File: src/rtl/uart_pkg.sv
// Definitions shared by the UART receiver and transmitter: FSM encoding,
// frame width and the baud divider calculation.
package uart_pkg;

  localparam int DATA_BITS = 8;

  localparam logic [2:0] IDLE    = 3'd0;
  localparam logic [2:0] START   = 3'd1;
  localparam logic [2:0] DATA    = 3'd2;
  localparam logic [2:0] STOP    = 3'd3;
  localparam logic [2:0] WAIT_HI = 3'd4;

  // Clocks per oversample tick, rounded to nearest.
  function automatic int calc_tick_div(input longint clk_hz, input longint baud,
                                       input longint ovs);
    return int'((clk_hz + (baud * ovs) / 2) / (baud * ovs));
  endfunction

endpackage

File: src/rtl/uart_baud_tick.sv
// Oversample tick generator: free-running mod-TICK_DIV counter that can be
// restarted synchronously so ticks line up with a detected start edge.
module uart_baud_tick #(
  parameter int TICK_DIV = 27
) (
  input  logic clk,
  input  logic reset_n,
  input  logic restart,
  output logic tick
);
  localparam int CW = (TICK_DIV > 1) ? $clog2(TICK_DIV) : 1;
  localparam logic [CW-1:0] CNT_MAX = CW'(TICK_DIV - 1);

  logic [CW-1:0] cnt_q, cnt_d;

  always_comb begin
    tick = (cnt_q == CNT_MAX) && !restart;
    if (restart || cnt_q == CNT_MAX) begin
      cnt_d = '0;
    end else begin
      cnt_d = cnt_q + CW'(1);
    end
  end

  always_ff @(posedge clk or negedge reset_n) begin
    if (!reset_n) begin
      cnt_q <= '0;
    end else begin
      cnt_q <= cnt_d;
    end
  end

endmodule

File: src/rtl/uart_rx_oversampled.sv
// 8N1 UART receiver: synchronises rx_uart, validates the start bit and
// majority-votes three oversamples per bit; reports good bytes and framing errors.
module uart_rx_oversampled
  import uart_pkg::*;
#(
  parameter int INPUT_CLK  = 50000000,
  parameter int BAUD_RATE  = 230400,
  parameter int OVERSAMPLE = 8
) (
  input  logic                 clk,
  input  logic                 reset_n,
  input  logic                 rx_uart,
  output logic [DATA_BITS-1:0] rx_byte,
  output logic                 rx_valid,
  output logic                 frame_err,
  output logic                 busy
);
  localparam int TICK_DIV = calc_tick_div(longint'(INPUT_CLK), longint'(BAUD_RATE),
                                          longint'(OVERSAMPLE));
  localparam int SW = $clog2(OVERSAMPLE);
  localparam int BW = $clog2(DATA_BITS);
  // Votes sit on the ticks ending eighths 2..4, so the decision lands on mid-bit.
  localparam logic [SW-1:0] VOTE_0 = SW'(OVERSAMPLE / 2 - 3);
  localparam logic [SW-1:0] VOTE_1 = SW'(OVERSAMPLE / 2 - 2);
  localparam logic [SW-1:0] VOTE_2 = SW'(OVERSAMPLE / 2 - 1);
  localparam logic [SW-1:0] S_LAST = SW'(OVERSAMPLE - 1);
  localparam logic [BW-1:0] BIT_LAST = BW'(DATA_BITS - 1);

  logic [1:0]           sync_q, sync_d;
  logic [2:0]           state_q, state_d;
  logic [SW-1:0]        s_q, s_d;
  logic [BW-1:0]        bit_cnt_q, bit_cnt_d;
  logic [DATA_BITS-1:0] shift_q, shift_d;
  logic [1:0]           votes_q, votes_d;
  logic [DATA_BITS-1:0] rx_byte_q, rx_byte_d;
  logic                 rx_valid_q, rx_valid_d;
  logic                 frame_err_q, frame_err_d;
  logic                 rx_s, tick, restart, majority, vote_end, bit_end;

  uart_baud_tick #(.TICK_DIV(TICK_DIV)) u_tick (
    .clk     (clk),
    .reset_n (reset_n),
    .restart (restart),
    .tick    (tick)
  );

  assign rx_s     = sync_q[1];
  assign majority = (votes_q[0] & votes_q[1]) | (rx_s & (votes_q[0] | votes_q[1]));
  assign vote_end = tick && (s_q == VOTE_2);
  assign bit_end  = tick && (s_q == S_LAST);

  always_comb begin
    sync_d      = {sync_q[0], rx_uart};
    state_d     = state_q;
    s_d         = s_q;
    bit_cnt_d   = bit_cnt_q;
    shift_d     = shift_q;
    votes_d     = votes_q;
    rx_byte_d   = rx_byte_q;
    rx_valid_d  = 1'b0;
    frame_err_d = 1'b0;
    restart     = 1'b0;

    if (state_q != IDLE && tick) begin
      s_d = (s_q == S_LAST) ? '0 : s_q + SW'(1);
      if (s_q == VOTE_0) votes_d[0] = rx_s;
      if (s_q == VOTE_1) votes_d[1] = rx_s;
    end

    unique case (state_q)
      IDLE: begin
        if (!rx_s) begin
          state_d = START;
          s_d     = '0;
          restart = 1'b1;
        end
      end
      START: begin
        if (vote_end && majority) begin
          state_d = IDLE;
        end else if (bit_end) begin
          state_d   = DATA;
          bit_cnt_d = '0;
        end
      end
      DATA: begin
        if (vote_end) shift_d = {majority, shift_q[DATA_BITS-1:1]};
        if (bit_end) begin
          bit_cnt_d = bit_cnt_q + BW'(1);
          if (bit_cnt_q == BIT_LAST) state_d = STOP;
        end
      end
      STOP: begin
        if (vote_end) begin
          if (majority) begin
            rx_byte_d  = shift_q;
            rx_valid_d = 1'b1;
            state_d    = IDLE;
          end else begin
            frame_err_d = 1'b1;
            state_d     = WAIT_HI;
          end
        end
      end
      WAIT_HI: begin
        if (rx_s) state_d = IDLE;
      end
      default: state_d = IDLE;
    endcase
  end

  always_ff @(posedge clk or negedge reset_n) begin
    if (!reset_n) begin
      sync_q      <= 2'b11;
      state_q     <= IDLE;
      s_q         <= '0;
      bit_cnt_q   <= '0;
      shift_q     <= '0;
      votes_q     <= '0;
      rx_byte_q   <= '0;
      rx_valid_q  <= 1'b0;
      frame_err_q <= 1'b0;
    end else begin
      sync_q      <= sync_d;
      state_q     <= state_d;
      s_q         <= s_d;
      bit_cnt_q   <= bit_cnt_d;
      shift_q     <= shift_d;
      votes_q     <= votes_d;
      rx_byte_q   <= rx_byte_d;
      rx_valid_q  <= rx_valid_d;
      frame_err_q <= frame_err_d;
    end
  end

  assign rx_byte   = rx_byte_q;
  assign rx_valid  = rx_valid_q;
  assign frame_err = frame_err_q;
  assign busy      = (state_q != IDLE);

endmodule

File: config.mk
export PLATFORM = sky130hd
export DESIGN_NAME = uart_rx_oversampled
export DESIGN_NICKNAME = d
export VERILOG_FILES = /design/src/rtl/uart_pkg.sv /design/src/rtl/uart_baud_tick.sv /design/src/rtl/uart_rx_oversampled.sv
export SDC_FILE = /design/constraint.sdc
export NUM_CORES = 1
export LEC_CHECK = 0
export CORE_AREA = 2 2 61 63
export CTS_BUF_LIST = sky130_fd_sc_hd__clkbuf_4 sky130_fd_sc_hd__clkbuf_8
export CTS_CLUSTER_SIZE = 30
export DETAILED_ROUTE_END_ITERATION = 6
export DIE_AREA = 0 0 63 65
export PLACE_DENSITY = 0.72
export SETUP_SLACK_MARGIN = 0.1
export SLEW_MARGIN = 20
export SYNTH_ARGS = -nofsm -noshare
export SYNTH_HDL_FRONTEND = slang
export SYNTH_SLANG_ARGS = --single-unit
File: constraint.sdc
create_clock -name clk -period 1.9 [get_ports clk]
set_input_delay 0.19 -clock clk [delete_from_list [all_inputs] [get_ports clk]]
set_output_delay 0.19 -clock clk [all_outputs]
set_load 0.02 [all_outputs]
# Yosys cells after proc, flatten, opt, wreduce, memory -nomap -nowiden
# Cells that the tools add are included.
# Widths: inputs -> output; s select.
# totals
register_bits,36
latch_bits,0
ramBits,0
mem_bits_ro,0
input_bits,3
out_inout_bits,11
wordCells,78
memories,0
# classes
addsub,3
multipliers,0
div,0
order_cmp,0
eq_ne,18
n_shift,0
mux,26
bitwise,4
n_reduce_logical,16
# ops
cell,count
$mux 3,15
$pmux 3 s5,1
$ne 2x2->1 const B,7
$eq 3x2->1 const B,4
$eq 3x3->1 const B,3
$mux 1,8
$add 3x1->3 const B,2
$eq 3x1->1 const B,2
$pmux 3 s2,1
$reduce_and 2->1,3
$reduce_and 6->1,1
$add 5x1->5 const B,1
$eq 5x5->1 const B,1
$logic_and 1x1->1,5
$mux 5,1
$reduce_and 4->1,1
$logic_not 3->1,1
$ne 3x3->1 const B,1
$reduce_and 3->1,1
$reduce_bool 3->1,1
$and 1x1->1,2
$or 1x1->1,2
$reduce_bool 2->1,1
$logic_not 1->1,1
$logic_or 1x1->1,1

# Depth between registers and ports, before layout
# Gate-level depths: netlist of run 1.
# logic_depth
ltp_word,8
mapped_depth,8

# By module
# Synthesis of run 1 repeated with hierarchy kept, for this count alone.
# hier_totals
hier_cells,141
area_unflattened_um2,1781.7
# by_module_without_submodules
module,n_inst,cells_per_inst,area_per_inst_um2,seq_area_each_um2
uart_rx_oversampled,1,118,1506.4,778.2
uart_baud_tick,1,23,275.3,125.1

# Worst setup path before layout of run 1
# Ideal clock, no wire load.
# synth_path
path_kind,register -> register
startpoint,reg s_q[0]
endpoint,reg state_q[1]
arrival_ns,1.780
required_time_ns,1.780
path_slack_ns,0.000
stages_incl_launch_ff,7
n_path_buf,0
period_less_slack_ns,1.900
path_cell_list,dfrtp_1 -> ha_1 -> ha_1 -> or4b_1 -> a21oi_1 -> a2111oi_2 -> a31o_1
# synth_via
elab_chain_len,5
elab_cells_between_ends,11
classes_between,eq/ne (5); mux (2); reduce/logical (4)
# synth_rtl
item,line,source
from (decl),uart_rx_oversampled.sv:31,"logic [SW-1:0] s_q, s_d;"
from (signal assigned),uart_rx_oversampled.sv:116,s_q <= '0;
from (signal assigned),uart_rx_oversampled.sv:126,s_q <= s_d;
$eq 3x2->1,uart_rx_oversampled.sv:49,assign vote_end = tick && (s_q == VOTE_2);
$logic_and 1x1->1,uart_rx_oversampled.sv:49,
$logic_and 1x1->1,uart_rx_oversampled.sv:79,if (vote_end && majority) begin
$ne 3x3->1 (no line) or $mux 3 (tied branches),-,
$reduce_and 6->1 (no line) or $pmux 3 s5 (tied branches),-,
to (signal assigned),uart_rx_oversampled.sv:125,state_q <= state_d;
to (decl),uart_rx_oversampled.sv:30,"logic [2:0] state_q, state_d;"
# Parallel ways exist; a longest one is shown, timed or not.
# A chain may end at the register's enable or synchronous reset.

# Worst setup path after layout of run 1
# layout_path
startpoint,reg s_q[1]
endpoint,reg state_q[1]
# Same word-level chain as after synthesis.

==> flow_summary.ini, run 1 <==
[floorplanning]
die-area_sq_um = 4100
io_pins = 14
coreArea_sq_um = 3500
fp-row-count = 22
initial_core_util_pct = 47.1
fp.dieH_um = 65
die_w_um = 63

[detailed_routing]
drt_wl_total_um = 2900
via_count = 1087
first_iter_violations = 28
routedWlPerCell_um = 14.1
viasPerCell = 5.28
postRouteAntennaNets = 0
drcViolationCount = 0
dr.pass1.iters = 4

[critical_path]
slowest_delay_ns = 0.49
crit_start = s_q[1]$_DFF_PN0_
cp-end-kind = flip-flop
worstSetupPathType = flip-flop to flip-flop
crit_buf_inv = 0
crit_cells = 6
cp_data_arrival_time_ns = 2.05
crit_family = simple AND/OR/NAND/NOR gates
worstPathRequired_ns = 2.13
worstPathCellList = ha_2 -> ha_4 -> or4b_4 -> a21oi_2 -> a2111oi_2 -> a31o_1
rr_startpoint = s_q[1]$_DFF_PN0_
critPathLaunchType = flip-flop
crit_fanout = 5
cpMaxStageDelayCell = or4b_4
reg2reg_depth = 6

[power_and_ir_drop]
power_density_nw_per_um2 = 691
p_leak_nw = 0.992
ir_drop_mv = 0.575
p_total_mw = 1.39

[cells_and_area]
num_antenna_cells = 0
final_cells = 206
final_cell_area_sq_um = 2010
seqCellArea_sq_um = 905
drive_above_1_share_pct = 32.3
nNetsFinal = 169
n_fill_cell = 309
multi_input_area_sq_um = 724
synthToLayoutAreaGrowth_pct = 22.3

[sta]
slew-limit-headroom_pct = 69.2
rsz0062_at_grt = true
fmax_mhz = 552
worst_slew_pin_slew_ns = 0.457
tns_ns = 0
fin_skew_ns = 0.00670
whs_ns = 0.257
finalSetupViolations = 0
min_period_ns = 1.81
hold_viol_final = 0
post-route-period-util_pct = 95.3
slew_violations = 0

[global_route]
grt.total_usage_pct = 16.1
grt_first_pass_wirelength_um = 5020
grt_start_max_net_pins = 37
grt_overflow = 0
grt_pass1_vias = 1136
antenna_found_initial = 0

[synthesis]
yosys.area_share.simple_pct = 11.4
synthArstFlopShare_pct = 100
synth-edff-count = 0
synthXorXnorAreaFrac_pct = 2.13
syn_inst = 134
synth.distinct_cells = 32
synth_mux_area_share_pct = 13.0
ys_seq_area_share_pct = 54.9
synth_top_family_by_area = multiplexers
syn-num-nets = 146
ys.flop_type = dfrtp_1
syn-cell-area_sq_um = 1650
synth_seq_cells = 36
synth_compound_area_share_pct = 7.29
syn_area_per_cell_sq_um = 12.3
synth_fa_ha_area_share_pct = 7.52
yosys_warnings = 0

[placed_design]
gp_congestion = 0.800
dpl-instance-area_sq_um = 1850
dp_cells = 192
hpwl_um = 2020
numPortBuffers = 13

[clock_network]
postCtsHoldBufs = 0
clk_pin_slew_ns = 0.11
clockRootBuffer = clkbuf_4
clockBufferDepth = 2
cts_tree = built
clock_sinks = 36
cts_buffers = 5
htree_levels = 2
clock_latency_ns = 0.34

[hold_path]
hold_path_class = input port to asynchronous set/reset pin

[flow_run]
maxCapViolCount = 0

[status]
status = completed
## cells in the mapped netlist (2+ instances only)
library cell / n / area [sq um]
clkbuf_1: 2 / 7.51
a21oi_1: 6 / 30.0
a22o_1: 3 / 26.3
dfrtp_1: 34 / 851
inv_1: 8 / 30.0
nand3_1: 5 / 25.0
mux2_2: 19 / 214
dfstp_2: 2 / 52.6
xor2_1: 2 / 17.5
or2_2: 2 / 12.5
nor3_1: 3 / 15.0
or3_1: 2 / 12.5
nand2_1: 5 / 18.8
nand4_1: 2 / 12.5
ha_1: 9 / 113
and3_1: 3 / 18.8
xnor2_1: 2 / 17.5
nor2_1: 7 / 26.3
buf_2: 5 / 25.0
## kinds of logic (layout without fill, tap and decap cells)
| family | after synthesis | after routing |
|---|---|---|
| buffers and inverters | 15 | 38 |
| multiplexers | 19 | 19 |
| AO/OA/AOI/OAI | 16 | 16 |
| adder cells (fa/ha/maj) | 10 | 10 |
| flip-flops | 36 | 36 |
| AND/OR/NAND/NOR | 34 | 35 |
| XOR/XNOR | 4 | 4 |
## power breakdown
part	internal [mW]	switching [mW]
clock network	0.349	0.250
logic	0.00567	0.0142
registers	0.770	0.00281
total	1.12	0.267
## flip-flops by register name (all words and copies together) (netlist names)
| signal | count |
|---|---|
| s_q | 3 |
| votes_q | 2 |
| rx_valid | 1 |
| sync_q | 2 |
| u_tick.cnt_q | 5 |
| bit_cnt_q | 3 |
| frame_err | 1 |
| shift_q | 8 |
| state_q | 3 |
| rx_byte | 8 |
## worst paths after layout
kind	slack, ns	end
setup / recovery	0.09	state_q[1]$_DFFE_PN0P_
hold / removal	0.26	s_q[1]$_DFF_PN0_
setup reg to reg	0.09	state_q[1]$_DFFE_PN0P_
hold reg to reg	0.36	sync_q[1]$_DFF_PN1_
max in group asynchronous	1.31	sync_q[1]$_DFF_PN1_
min in group clk	0.26	sync_q[0]$_DFF_PN1_
## metrics by stage
stage	setup WS (ns)	util (%)
2_1_floorplan	0.102	-
3_3_place_gp	0.0648	52.8
3_5_place_dp	0.00314	52.8
4_1_cts	0.0409	56.4
5_1_grt	0.0253	57.6
6_report	0.0889	57.6
## layout by cell type (no fill, tap or decap), drive strengths merged, types with 3 or more instances in the layout
cell	synthesis	layout
dfrtp	34	34
mux2	19	19
clkdlybuf4s50	0	12
buf	5	9
ha	9	9
inv	8	8
nor2	7	7
clkbuf	2	7
a21oi	6	6
nand2	5	5
nand3	5	5
and3	3	3
nor3	3	3
a22o	3	3
nand4	3	3
## final cells by class
type	count	area share [%]
clock inverter	1	1.49
tap	48	2.98
timing repair buffer	22	9.94
multi-input combinational	84	36.0
clock buffer	7	3.23
inverter	8	1.49
sequential	36	44.9
## timing repair
action / in CTS / in global routing
pin swaps: 3 / 1
gates resized for setup: 5 / 2
setup buffers: 2 / 3
setup endpoints to repair: 21 / 17
gates cloned: 0 / 1
## layer usage
layer	part of all wire, %	wire length, um	global-route usage, %
met4	2.2	65	9.17
met3	2.9	85	3.65
met5	0	0	0
met2	49	1430	27.0
met1	45	1320	19.1
Note: power is estimated with default switching activity, not from simulation.
==> run 2: changes to the inputs <==
Settings changed: RECOVER_POWER from default to 50.
==> flow_summary.ini, run 2 (synthesis results as in run 1) <==
[status]
status = completed

[clock_network]
postCtsHoldBufs = 0
clock_latency_ns = 0.34
cts_buffers = 5
clockRootBuffer = clkbuf_4
cts_tree = built
htree_levels = 2
clk_pin_slew_ns = 0.11
clock_sinks = 36
clockBufferDepth = 2

[sta]
tns_ns = 0
fmax_mhz = 552
fin_skew_ns = 0.00652
worst_slew_pin_slew_ns = 0.833
post-route-period-util_pct = 95.3
slew_violations = 0
min_period_ns = 1.81
hold_viol_final = 0
rsz0062_at_grt = true
finalSetupViolations = 0
slew-limit-headroom_pct = 44.5

[critical_path]
crit_start = s_q[1]$_DFF_PN0_
cpMaxStageDelayCell = or4b_4
r2r_slack_ns = 0.09
slowest_delay_ns = 0.49
rr_startpoint = s_q[1]$_DFF_PN0_
critPathLaunchType = flip-flop
crit_fanout = 5
cp_data_arrival_time_ns = 2.05
worstSetupPathType = flip-flop to flip-flop
crit_buf_inv = 0
crit_family = simple AND/OR/NAND/NOR gates
worstPathCellList = ha_2 -> ha_4 -> or4b_4 -> a21oi_2 -> a2111oi_2 -> a31o_1
worstPathRequired_ns = 2.13
cp-end-kind = flip-flop

[global_route]
grt.total_usage_pct = 16.1
grt_pass1_vias = 1136
grt_start_max_net_pins = 37
grt_first_pass_wirelength_um = 5020
grt_overflow = 0
antenna_found_initial = 0

[detailed_routing]
routedWlPerCell_um = 14.1
viasPerCell = 5.28
dr.pass1.iters = 4
drcViolationCount = 0
via_count = 1088
postRouteAntennaNets = 0
first_iter_violations = 28
drt_wl_total_um = 2900

[placed_design]
gp_congestion = 0.800
numPortBuffers = 13
hpwl_um = 2020

[cells_and_area]
synthToLayoutAreaGrowth_pct = 22.2
post-route-util_pct = 57.6
nNetsFinal = 169
final_common_cell = dfrtp_1
layout_common_cells = 33 x dfrtp_1, 19 x mux2_2, 10 x clkdlybuf4s50_1, 8 x inv_1
num_antenna_cells = 0
drive_above_1_share_pct = 32.3

[hold_path]
min_from = sync_q[0]$_DFF_PN1_
hold_path_class = flip-flop to flip-flop

[floorplanning]
die-area_sq_um = 4100
initial_core_util_pct = 47.1
fp.dieH_um = 65
fp-row-count = 22
io_pins = 14
coreArea_sq_um = 3500
die_w_um = 63

[power_and_ir_drop]
p_leak_nw = 0.992
ir_drop_mv = 0.571
power_density_nw_per_um2 = 691

[flow_run]
maxCapViolCount = 0
## run 2: cell count changes in the layout (fill, tap and decap cells not counted)
cell | previous run | this run
clkbuf_2 | 0 | 1
buf_4 | 8 | 7
dlygate4sd3_1 | 0 | 2
clkdlybuf4s50_1 | 12 | 10
## run 2: worst paths after layout
check,end,cells past startpoint
worst max-delay path,state_q[1]$_DFFE_PN0P_,6
worst min-delay path,sync_q[1]$_DFF_PN1_,0
min in group asynchronous,s_q[1]$_DFF_PN0_,2
max in group asynchronous,state_q[1]$_DFFE_PN0P_,2
worst min register to register,sync_q[1]$_DFF_PN1_,0
worst max register to register,state_q[1]$_DFFE_PN0P_,6
## run 2: cell type report
type                            count  area, sq um
Multi-Input combinational cell     84          724
Clock buffer                        7         65.1
Tap cell                           48         60.1
Clock inverter                      1         30.0
Inverter                            8         30.0
Timing Repair Buffer               22          198
Sequential cell                    36          905
Fill cell                         310         1480
## run 2: routing by layer
metal | GRT usage, % | vias to the layer above | routed length (um)
met4 | 9.17 | 0 | 65
met3 | 3.65 | 7 | 85
met2 | 27.0 | 18 | 1430
li1 | - | 524 | -
met5 | 0 | - | 0
met1 | 19.1 | 539 | 1320
## run 2: power breakdown
part,internal [mW],switching (mW),leakage [nW]
logic,0.00413,0.0142,0.471
clock network,0.349,0.250,0.0515
registers,0.770,0.00280,0.470
## run 2: what timing repair did
item / in CTS / in global routing
setup buffers: 2 / 3
cloned: 0 / 1
resized for setup: 5 / 2
pin swaps: 3 / 1
setup endpoints to repair: 21 / 17
## run 2: through the flow
stage / setup slack [ns] / instances / power [mW] / hold WS (ns) / cell area, sq um
6_report: 0.0886 / 206 / 1.39 / 0.364 / 2010
3_3_place_gp: 0.0648 / 192 / 0.808 / 0.349 / 1850
4_1_cts: 0.0409 / 202 / 1.41 / 0.245 / 1970
5_1_grt: 0.0253 / 206 / 1.44 / 0.367 / 2010
2_1_floorplan: 0.102 / 134 / 0.787 / -0.106 / 1660
3_5_place_dp: 0.00314 / 192 / 0.809 / 0.348 / 1850
